===== config.mk =====
export PLATFORM = sky130hd
export DESIGN_NAME = sample_feeder
export DESIGN_NICKNAME = d
export VERILOG_FILES = /design/src/rtl/sample_feeder.sv
export SDC_FILE = /design/constraint.sdc
export NUM_CORES = 1
export LEC_CHECK = 0
export BUFFER_PORTS_ARGS = -buffer_cell sky130_fd_sc_hd__buf_2
export CAP_MARGIN = 20
export CORE_ASPECT_RATIO = 1.1
export CORE_MARGIN = 1
export CORE_UTILIZATION = 59
export DETAILED_ROUTE_END_ITERATION = 10
export PLACE_DENSITY = 0.85
export SLEW_MARGIN = 40
export SYNTH_ARGS = -nofsm -noshare
export SYNTH_HDL_FRONTEND = slang
export SYNTH_SLANG_ARGS = --single-unit

===== constraint.sdc =====
create_clock -name clk -period 6 [get_ports clk]
set_input_delay 0.3 -clock clk [delete_from_list [all_inputs] [get_ports clk]]
set_output_delay 0.3 -clock clk [all_outputs]
set_load 0.05 [all_outputs]

===== src/rtl/sample_feeder.sv =====
// Sample FIFO feeding a downstream averaging stage: buffers 4-bit samples and
// issues them as registered x/x_load strobes spaced at least GAP idle cycles apart.
module sample_feeder #(
  parameter int DEPTH = 4,
  parameter int GAP   = 1
) (
  input  logic       clk,
  input  logic       rst,
  input  logic [3:0] in_data,
  input  logic       in_valid,
  output logic       in_ready,
  input  logic       hold,
  output logic [3:0] x,
  output logic       x_load,
  output logic [4:0] count,
  output logic       ovf
);

  localparam int         AW     = (DEPTH > 1) ? $clog2(DEPTH) : 1;
  localparam logic [4:0] FULL   = 5'(DEPTH);
  localparam logic [3:0] GAP_LD = 4'(GAP);

  logic [3:0]    mem [DEPTH];
  logic [AW-1:0] wr_ptr;
  logic [AW-1:0] rd_ptr;
  logic [3:0]    gap_cnt;
  logic          push;
  logic          pop;

  // Handshake and issue decisions use registered state only, so in_ready has
  // no combinational path from in_valid or hold.
  assign in_ready = (count != FULL);
  assign push     = in_valid && in_ready;
  assign pop      = (count != 5'd0) && !hold && (gap_cnt == 4'd0);

  // NOTE: storage is deliberately not reset; the pointers and count define
  // which entries are meaningful, so stale contents are never observed.
  always_ff @(posedge clk) begin
    if (rst && push) begin
      mem[wr_ptr] <= in_data;
    end
  end

  // NOTE: all state updates use non-blocking assignments so every register
  // samples the pre-edge values of its neighbours.
  always_ff @(posedge clk) begin
    if (!rst) begin
      wr_ptr  <= '0;
      rd_ptr  <= '0;
      count   <= 5'd0;
      gap_cnt <= 4'd0;
      x       <= 4'd0;
      x_load  <= 1'b0;
      ovf     <= 1'b0;
    end else begin
      if (in_valid && !in_ready) begin
        ovf <= 1'b1;
      end

      if (push) begin
        wr_ptr <= wr_ptr + AW'(1);
      end

      if (pop) begin
        x       <= mem[rd_ptr];
        x_load  <= 1'b1;
        rd_ptr  <= rd_ptr + AW'(1);
        gap_cnt <= GAP_LD;
      end else begin
        x_load <= 1'b0;
        // The gap keeps counting down while hold is high.
        if (gap_cnt != 4'd0) begin
          gap_cnt <= gap_cnt - 4'd1;
        end
      end

      case ({push, pop})
        2'b10:   count <= count + 5'd1;
        2'b01:   count <= count - 5'd1;
        default: count <= count;
      endcase
    end
  end

endmodule


# Word level (Yosys, flattened, before mapping)
# Memories as Yosys holds them, arrays and structs flattened. A register that Yosys moved wholly into a read port is not among the register bits.
# Index checks and enable logic that the tools add are counted.
word_totals:
  register_bits: 15
  latch_bits: 0
  ram_bits: 16
  romBits: 0
  input_bits: 8
  output_inout_bits: 12
  elab_cells: 37
  memories: 1
mem_list:
  columns: ["name", "depth", "width", "read_ports", "rd_ports_with_merged_regs", "wr", "line_no", "rtl"]
  rows:
  - ["mem", 4, 4, 1, 1, 1, "23", "logic [3:0] mem [DEPTH];"]
op_classes:
  addsub: 5
  multipliers: 0
  div: 0
  n_lt_le_gt_ge: 0
  eq_ne: 3
  shift: 0
  muxes: 6
  bitwise: 1
  reduce_logical: 14
ops:
  columns: ["cell", "count"]
  rows:
  - ["one-hot mux 5 bit (2 select lines)", 1]
  - ["adder 5 x 1 -> 5 bit (second input constant)", 1]
  - ["logical AND 1 bit", 5]
  - ["two-way mux 1 bit", 5]
  - ["!= test 5 x 3 -> 1 bit (second input constant)", 1]
  - ["nonzero test 5 bit", 1]
  - ["subtractor 5 x 1 -> 5 bit (second input constant)", 1]
  - ["adder 2 x 1 -> 2 bit (second input constant)", 2]
  - ["zero test 4 bit", 1]
  - ["nonzero test 2 bit", 2]
  - ["nonzero test 4 bit", 1]
  - ["subtractor 4 x 1 -> 4 bit (second input constant)", 1]
  - ["zero test 1 bit", 3]
  - ["equality test 2 x 1 -> 1 bit (second input constant)", 1]
  - ["equality test 2 bit (second input constant)", 1]
  - ["OR reduction 2 bit", 1]
  - ["inverter 1 bit", 1]

# Logic depth before layout (Yosys ltp)
depth:
  ltp_word: 5
  depth_mapped: 10
  mapped_depth_nobuf: 10

# Worst setup path before layout
# Ideal clock, no wire load.
synth_path:
  kind: "reg-to-reg"
  startpoint: "register count[0]"
  endpoint: "register count[3]"
  t_arrival_ns: 2.748
  slack_ns: 3.188
  stages_incl_launch_ff: 10
  period_less_slack_ns: 2.812
  cell_sequence: "dfxtp_1 > nor4_4 > a21boi_1 > inv_1 > ha_1 > ha_1 > a21o_1 > a21oi_1 > or4b_2 > nand3_1"
synth_via:
  elab_chain_cells: 5
  elab_cells_between_ends: 11
synth_lines:
  columns: ["item", "line_no", "rtl"]
  rows:
  - ["start: declaration", "15", "output logic [4:0] count,"]
  - ["start signal: assignment", "78", "2'b10: count <= count + 5'd1;"]
  - ["start signal: assignment", "79", "2'b01: count <= count - 5'd1;"]
  - ["start signal: assignment", "80", "default: count <= count;"]
  - ["parallel branches: the longest is 5 deep, another holds subtractor 5 x 1 -> 5 bit", null, null]
# Several ways; the timed one is not identified.
# A chain may end at the register's enable or synchronous reset.

# Worst setup path in the final report
layout_path:
  startpoint: "register gap_cnt[0]"
  endpoint: "register count[3]"
layout_via:
  elab_chain_cells: 4
  elab_cells_between_ends: 6
layout_lines:
  columns: ["item", "line_no", "rtl"]
  rows:
  - ["start: declaration", "26", "logic [3:0] gap_cnt;"]
  - ["start signal: assignment", "73", "gap_cnt <= gap_cnt - 4'd1;"]
  - ["zero test 4 bit *", "34", "assign pop = (count != 5'd0) && !hold && (gap_cnt == 4'd0);"]
  - ["logical AND 1 bit *", "34", null]
  - ["net pop", "28", "logic pop;"]
  - ["equality test 2 x 1 -> 1 bit / equality test 2 bit (equally long branches)", "77", "case ({push, pop})"]
  - ["one-hot mux 5 bit (2 select lines) / nonzero test 2 bit (equally long branches)", null, null]
# Mark *: on every way through the listed nets, which the timed path passes. The rest lies on a longest branch.

==> results by group <==
Run status
  • Outcome: finished, final reports clean

Drt
  • Total wire length: 2770 um
  • WL per Instance: between 15 and 20 um
  • Vias per cell: 5.47
  • Via count: just under 1000
  • Post-DRT Antenna Nets: 0
  • Initial DRT Pass Iterations: 4
  • Initial DRC count: 34
  • Residual DRC: 0

Critical path
  • Crit-path cells: inv_1 -> ha_1 -> or3b_4 -> a211oi_4 -> ha_1 -> ha_1 -> a21o_1 -> a21oi_1 -> or4b_2 -> nand3_1
  • Most numerous cell on the critical path: ha_1
  • Biggest cell delay along the critical path: 630 ps
  • Required @ worst endpoint: 6280 ps
  • R2r startpoint: gap_cnt[0]$_SDFFE_PN0P_
  • Reg-to-reg slack, setup: ~2900 ps
  • FF-to-FF path depth: 10
  • Critical Path Sink: count[3]$_SDFFE_PN0P_
  • Worst Path Max Fanout: 8
  • Arrival @ worst endpoint: 3350 ps
  • Critical path launch point: gap_cnt[0]$_SDFFE_PN0P_
  • Worst r2r dst: count[3]$_SDFFE_PN0P_
  • Crit Path Class: reg2reg
  • CP max-delay cell: or4b_2
  • Crit path launch type: register
  • Crit path capture type: register

Power
  • Leak: 0.000765 uW
  • Worst VDD drop: 0.332 mV
  • P per Cell Area: 464 nW/um2

CTS
  • CTS Hold Buffers Added: 0
  • Reg clk slew, reported paths: 110 ps
  • H-tree lvl count: 2
  • CTS Buf Count: 5
  • CTS tree: done
  • Root Buffer: clkbuf_4
  • CTS Buffer Depth: 2
  • Clock sinks: 35
  • Post-CTS sizing: 0
  • Postcts setup bufs: 0
  • Clk_lat worst skew: 340 ps

Floorplan
  • Area of the core: 2540 um2
  • Die Area: between 2000 and 3000 um2
  • Starting Density: between 60% and 70%
  • Row cnt: 19
  • IO Pins: 20
  • Chip Height: 56.8 um
  • Die W: 51.8 um

Placement
  • Pre-CTS setup slack: 3030 ps
  • GPL Wtd Cong: 0.758
  • Port Buf Inserts: 19
  • Hpwl dp: 2020 um

Logic synthesis
  • Post-Synthesis Cells: approximately 130
  • Sequential fraction of the synthesis area: ~53%
  • Top cells by area, synth: edfxtp_1, dfxtp_1, ha_1, mux4_2, mux2i_1
  • Synth top area share: ~30%
  • FF+latch count, synth: 35
  • Synthesized cell area: between 1500 and 2000 um2
  • Syn avg cell area: 12.7 um2
  • Post-synthesis cell type count: 35
  • Synth Warn #: 0
  • Syn Nets: 146
  • Area leader, netlist: edfxtp_1

GRT
  • Vias in the first global route: 1031
  • Remaining Overflow, GRT: 0
  • Initial antenna violation count: 0
  • First-pass GRT wire length: about 4600 um
  • Largest net degree at the start of global routing: 28
  • Gr usage total: 22.4%

Layout
  • Layout cell share with drive strength beyond 1: 25.3%
  • Area of the multi-input gates: 711 um2
  • Layout Area Growth over Synthesis: 12.4%
  • Fillers: about 170
  • Reg area: 861 um2
  • Fin nets: 168
  • Inserted Diodes: 0

STA
  • Fin. max-slew vios: 0
  • Max transition margin: 58.1%
  • Final setup vio count: 0
  • Fin crit period: 3060 ps
  • Final Worst Setup Slack: 2940 ps
  • F_max: about 330 MHz
  • RSZ-0062 raised after global routing: false
  • Fin crit share: 51.0%
  • Fin. Hold Viols: 0
  • Measured slew at the worst slew-check pin: roughly 630 ps
  • Fin Setup TNS: 0 ps
  • Clk_skew: 7.84 ps

Worst hold path
  • Worst hold path class: in2reg

Run
  • MaxCap Viol Count: 0
[cell usage in the layout, fill, tap and decap left out, drive strengths merged, types with 2 or more instances in the layout]
| cell type | instances |
|---|---|
| o21ai | 2 |
| clkbuf | 5 |
| and3 | 5 |
| ha | 10 |
| buf | 19 |
| nand2b | 2 |
| nor2 | 2 |
| and2 | 6 |
| mux2i | 8 |
| nand3 | 3 |
| edfxtp | 16 |
| nor3 | 2 |
| xor2 | 2 |
| nand2 | 7 |
| mux4 | 4 |
| inv | 6 |
| clkinv | 2 |
| nor2b | 8 |
| xnor2 | 3 |
| a21oi | 5 |
| dfxtp | 19 |
[state kept, by name, summed over array words and instances, names as in the netlist]
register	count
wr_ptr	2
rd_ptr	2
count	5
mem	16
ovf	1
gap_cnt	4
x	4
x_load	1
[where the power goes]
| part | internal [uW] | switching [uW] |
|---|---|---|
| clock network | 87.6 | 80.2 |
| registers | 291 | 47.7 |
| logic | 140 | 192 |
[routing by layer]
| layer | part of all wire [%] | vias to the layer above | global-route usage [%] | routed length, um |
|---|---|---|---|---|
| li1 | - | 497 | - | - |
| met1 | 41 | 463 | 23.9 | 1140 |
| met2 | 53 | 22 | 38.4 | 1470 |
| met3 | 3.6 | 8 | 8.40 | 99 |
| met4 | 2.2 | 0 | 9.65 | 60 |
| met5 | 0 | - | 0 | 0 |
[critical path, delay by kind of cell (launching register included)]
kind,cells,cell delay [ps]
adders and majority gates,3,780
DFF,1,350
AOI/OAI and AO/OA,3,650
buffers and inverters,1,90
and+or+nand+nor,3,1140
[how the worst min path moves through the flow]
stage                     startpoint             endpoint  slack [ps]  cells past startpoint
floorplan                 in_data[0]  mem[0][0]$_DFFE_PP_         400                      0
global placement    ovf$_SDFFE_PN0P_     ovf$_SDFFE_PN0P_         470                      2
detailed placement  ovf$_SDFFE_PN0P_     ovf$_SDFFE_PN0P_         500                      2
CTS                       in_data[3]  mem[3][3]$_DFFE_PP_         160                      1
global route              in_data[3]  mem[3][3]$_DFFE_PP_         160                      1
finish                    in_data[3]  mem[3][3]$_DFFE_PP_         170                      1
[cell families (layout without fill, tap and decap cells)]
family	Yosys count	after routing	synth area share (%)
flip-flops	35	35	53.5
adder cells (fa/ha/maj)	11	11	9.02
buffers and inverters	10	33	2.33
XOR/XNOR	5	5	2.72
AO/OA/AOI/OAI	12	12	5.13
multiplexers	12	12	10.6
AND/OR/NAND/NOR	42	42	16.7
[synth_stat cells]
cell / n
or4b_2: 1
and2_2: 1
a31oi_1: 1
or3b_4: 1
inv_1: 6
nor2_1: 2
clkbuf_1: 3
nor4_4: 1
mux4_2: 4
nand2_1: 7
buf_1: 1
nand3_1: 3
mux2i_1: 8
dfxtp_1: 19
xor2_1: 2
and4b_1: 1
and3_1: 4
a21o_1: 1
xnor2_1: 3
a21oi_1: 5
nor3b_1: 1
o21ai_0: 2
a21boi_1: 1
nor2b_1: 8
or3_2: 1
and2_1: 5
nand2b_1: 2
and3_2: 1
ha_1: 10
nand4b_1: 1
o22ai_1: 1
fa_1: 1
nor3_1: 2
a211oi_4: 1
edfxtp_1: 16
[through the flow]
| step | util (%) | cell area (um2) | instances | hold WS (ps) | power (uW) |
|---|---|---|---|---|---|
| final | 71.1 | 1810 | 181 | 175 | 839 |
| after global routing | 71.1 | 1810 | 181 | 155 | 890 |
| after global placement | 67.9 | 1730 | 173 | 473 | 658 |
| after CTS | 71.1 | 1810 | 181 | 160 | 845 |
| after floorplan | - | 1610 | 127 | 399 | 606 |
| after detailed placement | 67.9 | 1730 | 173 | 495 | 675 |
[area by class of cell]
cell class	instances	area share, %
clock buffers	5	2.07
repair buffers	19	5.26
flip-flops and latches	35	47.6
clock inverters	3	2.42
inverters	6	1.24
multi-input cells	82	39.3
well taps	31	2.14
(Power assumes the default switching activity.)
